## src/rtl/sync_queue.sv

```systemverilog
// Circular show-ahead FIFO with optional preloaded index list,
// usable as a physical-register free list or an inter-stage queue.
module sync_queue #(
    parameter int DATA_WIDTH = 32,
    parameter int ADDR_WIDTH = 4,
    parameter int SHOW_DEBUG = 0,
    parameter int INIT_CODE  = 0,
    parameter     QUEUE_NAME = "QUEUE"
) (
    input  logic                  clk,
    input  logic                  reset,
    input  logic                  pushReq_IN,
    input  logic [DATA_WIDTH-1:0] data_IN,
    output logic                  fullFlag_OUT,
    input  logic                  popReq_IN,
    output logic [DATA_WIDTH-1:0] data_OUT,
    output logic                  emptyFlag_OUT,
    input  logic                  flush_IN
);

    localparam int DEPTH = 1 << ADDR_WIDTH;

    logic [DATA_WIDTH-1:0] mem_q [DEPTH];
    logic [ADDR_WIDTH-1:0] head_q, head_d;
    logic [ADDR_WIDTH-1:0] tail_q, tail_d;
    logic [ADDR_WIDTH:0]   cnt_q, cnt_d;
    logic                  push_ok, pop_ok;

    assign fullFlag_OUT  = (cnt_q == (ADDR_WIDTH+1)'(DEPTH));
    assign emptyFlag_OUT = (cnt_q == '0);
    assign push_ok       = pushReq_IN && !fullFlag_OUT;
    assign pop_ok        = popReq_IN && !emptyFlag_OUT;
    assign data_OUT      = emptyFlag_OUT ? '0 : mem_q[head_q];

    always_comb begin
        head_d = head_q;
        tail_d = tail_q;
        cnt_d  = cnt_q;
        if (push_ok) tail_d = tail_q + 1'b1;
        if (pop_ok)  head_d = head_q + 1'b1;
        case ({push_ok, pop_ok})
            2'b10:   cnt_d = cnt_q + 1'b1;
            2'b01:   cnt_d = cnt_q - 1'b1;
            default: cnt_d = cnt_q;
        endcase
        if (flush_IN) begin
            head_d = '0;
            tail_d = '0;
            cnt_d  = '0;
        end
    end

    always_ff @(posedge clk) begin
        if (reset) begin
            if (INIT_CODE == 1) begin
                // Entry 0 stays out of the list: it names the hardwired register.
                head_q <= ADDR_WIDTH'(1);
                tail_q <= '0;
                cnt_q  <= (ADDR_WIDTH+1)'(DEPTH - 1);
            end else begin
                head_q <= '0;
                tail_q <= '0;
                cnt_q  <= '0;
            end
        end else begin
            head_q <= head_d;
            tail_q <= tail_d;
            cnt_q  <= cnt_d;
        end
    end

    always_ff @(posedge clk) begin
        if (reset) begin
            if (INIT_CODE == 1) begin
                for (int i = 0; i < DEPTH; i++)
                    mem_q[i] <= DATA_WIDTH'(i);
            end
        end else if (push_ok && !flush_IN) begin
            mem_q[tail_q] <= data_IN;
        end
    end

`ifndef SYNTHESIS
    always_ff @(posedge clk) begin
        if (SHOW_DEBUG != 0 && !reset && !flush_IN) begin
            if (push_ok)
                $display("%s push %h count=%0d", QUEUE_NAME, data_IN, cnt_d);
            if (pop_ok)
                $display("%s pop %h count=%0d", QUEUE_NAME, data_OUT, cnt_d);
        end
    end
`endif

endmodule

```

## config.mk

```make
export PLATFORM = sky130hd
export DESIGN_NAME = sync_queue
export DESIGN_NICKNAME = d
export VERILOG_FILES = /design/src/rtl/sync_queue.sv
export SDC_FILE = /design/constraint.sdc
export NUM_CORES = 1
export LEC_CHECK = 0
export CAP_MARGIN = 25
export CORE_ASPECT_RATIO = 1.4
export CORE_UTILIZATION = 60
export DETAILED_ROUTE_END_ITERATION = 12
export GPL_TIMING_DRIVEN = 0
export PLACE_DENSITY = 0.78
export SLEW_MARGIN = 20
export SYNTH_ARGS = -nofsm -noshare
export SYNTH_HDL_FRONTEND = slang
export SYNTH_SLANG_ARGS = --single-unit
```

## constraint.sdc

```tcl
create_clock -name clk -period 7.77 [get_ports clk]
set_input_delay 1.1655 -clock clk [delete_from_list [all_inputs] [get_ports clk]]
set_output_delay 1.1655 -clock clk [all_outputs]
set_load 0.005 [all_outputs]
```

* Word-level counts from Yosys, hierarchy flattened
Memories as Yosys holds them, arrays and structs flattened. A register that Yosys moved wholly into a read port is not among the register bits. Index checks and enable logic that the tools add are counted.
Word-level totals: register bits after elaboration 13, bits in latches 0, memory bits (writable) 512, bits in read-only memories 0, input port bits 37, output and inout port bits 34, logic and storage cells 27, memories 1
Memory list:
- mem_q | depth 16, width 32, read ports 1, clocked after memory_dff 1, write ports 1, line 23 | logic [DATA_WIDTH-1:0] mem_q [DEPTH];
Operators by class: add/sub/neg operators 4, multipliers 0, divide/modulo/power cells 0, $lt $le $gt $ge 0, equality and inequality tests 3, shifts and indexed selects 0, mux-type cells 7, bitwise operators 0, reductions and logical operators 9
Operators by type and width (count):
- 32-bit two-way mux | 1
- 5-bit case mux with 2 select lines | 1
- 4-bit by 1-bit adder with 4-bit output, second input constant | 2
- 4-bit two-way mux | 2
- 5-bit by 1-bit adder with 5-bit output, second input constant | 1
- 5-bit equality test, second input constant | 1
- 5-bit logical NOT | 1
- 5-bit by 1-bit subtractor with 5-bit output, second input constant | 1
- 1-bit logical AND | 3
- 1-bit logical NOT | 3
- 1-bit two-way mux | 3
- 2-bit by 1-bit equality test with 1-bit output, second input constant | 1
- 2-bit equality test, second input constant | 1
- 2-bit nonzero test | 1
- 2-bit OR reduction | 1

* Longest topological paths before layout
depth in word-level cells 7, gate-level depth with buffers 11, depth with buffers taken out 10

* Least setup slack after synthesis
No wires, ideal clock.
kind in2reg, from input port flush_IN, to memory mem_q[0][0], enable pin, library setup time 0.421 ns, arrival 3.307 ns, data required time 7.349 ns, setup slack 4.042 ns, stages 4, buffers on the path 1, cells stage by stage or2_2 clkbuf_1 or3_1 nor2_1
On the way: longest elaborated chain between the ends 5
Ends and longest elaborated chain:
- from (decl) | line 18 | input logic flush_IN
- 1-bit logical NOT | line 78 | end else if (push_ok && !flush_IN) begin
- 1-bit logical AND | line 78
- 1-bit two-way mux | line 78
- 1-bit two-way mux | line 73 | if (reset) begin
- 1-bit two-way mux (implied by the code) | line 79 | mem_q[tail_q] <= data_IN;
- to (decl) | line 23
Every way passes these cells.

==> impl_metrics.toml <==
[yosys]
syn_area_um2 = 20370
ys.flop_type = "edfxtp_1"
yosysUniqueCellTypes = 35
synth.area.top_cells = "edfxtp_1 75%, mux4_2 14%, mux2_2 1.8%, dfxtp_1 1.7%, a221o_1 1.6%"
seq_area_frac_synth = 0.7715
postSynthCellCount = 898
avgSynthCellArea_um2 = 22.68
synth_top_area_frac = 0.7547
synthesis.nets = 945
synth_commonest_cells = "512 x edfxtp_1, 128 x mux4_2, 37 x nor2_1"
ys_ff_latch = 529
synth_edf_count = 512
yosysWarnings = 0
yosysTopAreaCell = "edfxtp_1"
synth_async_sr_flop_share = 0
synth.most_common_cell = "edfxtp_1"

[die]
dieHeight_um = 220.0
start_util = 0.6115
dieArea_um2 = 34700
ios = 71
coreArea_um2 = 33310
die_w_um = 157.7
num_rows = 79

[sta]
fmax_mhz = 208.6
fin_crit_ns = 4.794
fin_ws_ns = 2.976
final.setup.tns_ns = 0
hold_violations = 0
rsz0062_at_grt = "no"
finalSetupViolations = 0
tightest_slew_ns = 1.013
finClkSkew_ns = 0.01849
relSlewSlack = 0.3246
drv_slew = 0
hold_ws_ns = 0.5213
fin_crit_sh = 0.6169

[layout]
design_area_um2 = 23860
syn_to_final_growth_pct = 17.14
post-route-util = 0.7164
nets = 1091
antenna-diode-count = 0
drive_gt1_frac = 0.2787
layoutNonFillerInstCount = 1525

[place]
io_buffers = 70
hpwlAfterDp_um = 27650
gp_congestion = 0.7391
pre_cts_ws_ns = 3.610
post-place-cells = 1439
place_area_um2 = 22420

[worst_setup_path]
required_ns = 6.60
path_cells = "buf_2 -> clkbuf_1 -> mux4_2 -> mux2_2 -> a221o_1 -> clkdlybuf4s50_1"
critPathSlowestCell = "clkbuf_1"
slowest_delay_ns = 0.79
cp_max_fo = 10
start_kind = "flop"
critPathKind = "flop to primary output"
end_kind = "primary output"
cp.arrival_ns = 3.63

[detailed_routing]
dr.pass1.iters = 5
drc = 0
wl_per_cell_um = 29.65
vias_per_cell = 6.527
antenna_left = 0
wl_um = 45220
drt-initial-drc-count = 1131
vias = 9953

[global_route]
gr-total-overflow = 0
grt_max_degree = 21
grt_pass1_wl_um = 66060
grt_pass1_vias = 10460
antenna_found_initial = 1
grt_usage = 0.2740

[clock_tree]
clock_sinks = 529
cts_max_level = 2
cts_buffers = 47
root_buffer = "clkbuf_16"
cts-resized-gates = 0
clk_pin_slew_ns = 0.06
cts-hold-fix-buffers = 0
clock_latency_ns = 0.56
cts_tree = "built"
clock_path_buffers = 3
post-cts-setup-buffers = 0

[min_path]
hold_class = "flop to flop"

[pwr]
leakagePower_nw = 7.370
power_density_nw_per_um2 = 231.5
max-vdd-ir-drop_uv = 175.7
total_power_mw = 5.524

[run_status]
status = "completed"

[run]
drv_cap = 0
## sequential cells by signal (all words and copies together), names as in the netlist, named ones only
| name | flops |
|---|---|
| head_q | 4 |
| mem_q | 512 |
| cnt_q | 5 |
| tail_q | 4 |
## path summary, 6_finish.rpt
check | from | endpoint | slack [ns] | cells past startpoint
hold reg to reg | cnt_q[2] | cnt_q[2] | 0.52 | 2
hold / removal | cnt_q[2] | cnt_q[2] | 0.52 | 2
setup / recovery | flop | data_OUT[4] | 2.98 | 6
setup reg to reg | cnt_q[0] | cnt_q[4] | 4.75 | 11
## final cells by class
type | count | area [um^2]
buffer | 45 | 267.8
clock buffer | 58 | 1260
clock inverter | 27 | 170.2
fill | 1883 | 9448
inverter | 8 | 30.03
multi-input combinational | 316 | 4481
sequential | 529 | 15720
tap | 445 | 556.8
timing repair buffer | 97 | 1383
## power by group
part | switching, mW | total [mW] | internal [mW] | leakage [nW]
Sequential | 0.00334 | 3.14 | 3.13 | 4.74
Clock | 0.986 | 2.20 | 1.21 | 0.704
Combinational | 0.103 | 0.188 | 0.0845 | 1.92
## worst max-delay path: cells and delay by family (launching register included)
kind            cells  cell delay [ns]
buf+inv             3             1.56
mux                 2             0.72
flops               1             0.42
compound gates      1             0.36
## cells by family (layout without fill, tap and decap cells)
| family | after synthesis | after routing | synth area share |
|---|---|---|---|
| buf+inv | 53 | 235 | 0.01450 |
| flops | 529 | 529 | 0.7715 |
| fa+ha+maj | 10 | 10 | 0.006511 |
| mux | 164 | 164 | 0.1612 |
| xor+xnor | 7 | 7 | 0.003010 |
| simple gates | 91 | 91 | 0.02297 |
| compound gates | 44 | 44 | 0.02039 |
## routing by layer
layer,part of all wire,vias to the layer above,global-route usage
li1,-,4075,-
met1,0.37,5265,0.3433
met2,0.52,499,0.4711
met3,0.074,112,0.05152
met4,0.037,2,0.1097
met5,0.00018,-,0.005952
## placed cells by master, fill, tap and decap left out, types with 6 or more instances in the layout
cell type	instances
a221o_1	32
buf_12	6
buf_16	20
buf_2	20
buf_6	10
clkbuf_1	18
clkbuf_16	49
clkdlybuf4s50_1	70
clkinv_1	14
clkinv_2	10
dfxtp_1	17
edfxtp_1	512
ha_1	9
inv_1	8
mux2_2	32
mux4_2	128
nand2_1	7
nor2_1	21
nor2_4	17
nor2b_1	32
xor2_1	6
(Power assumes the default switching activity.)
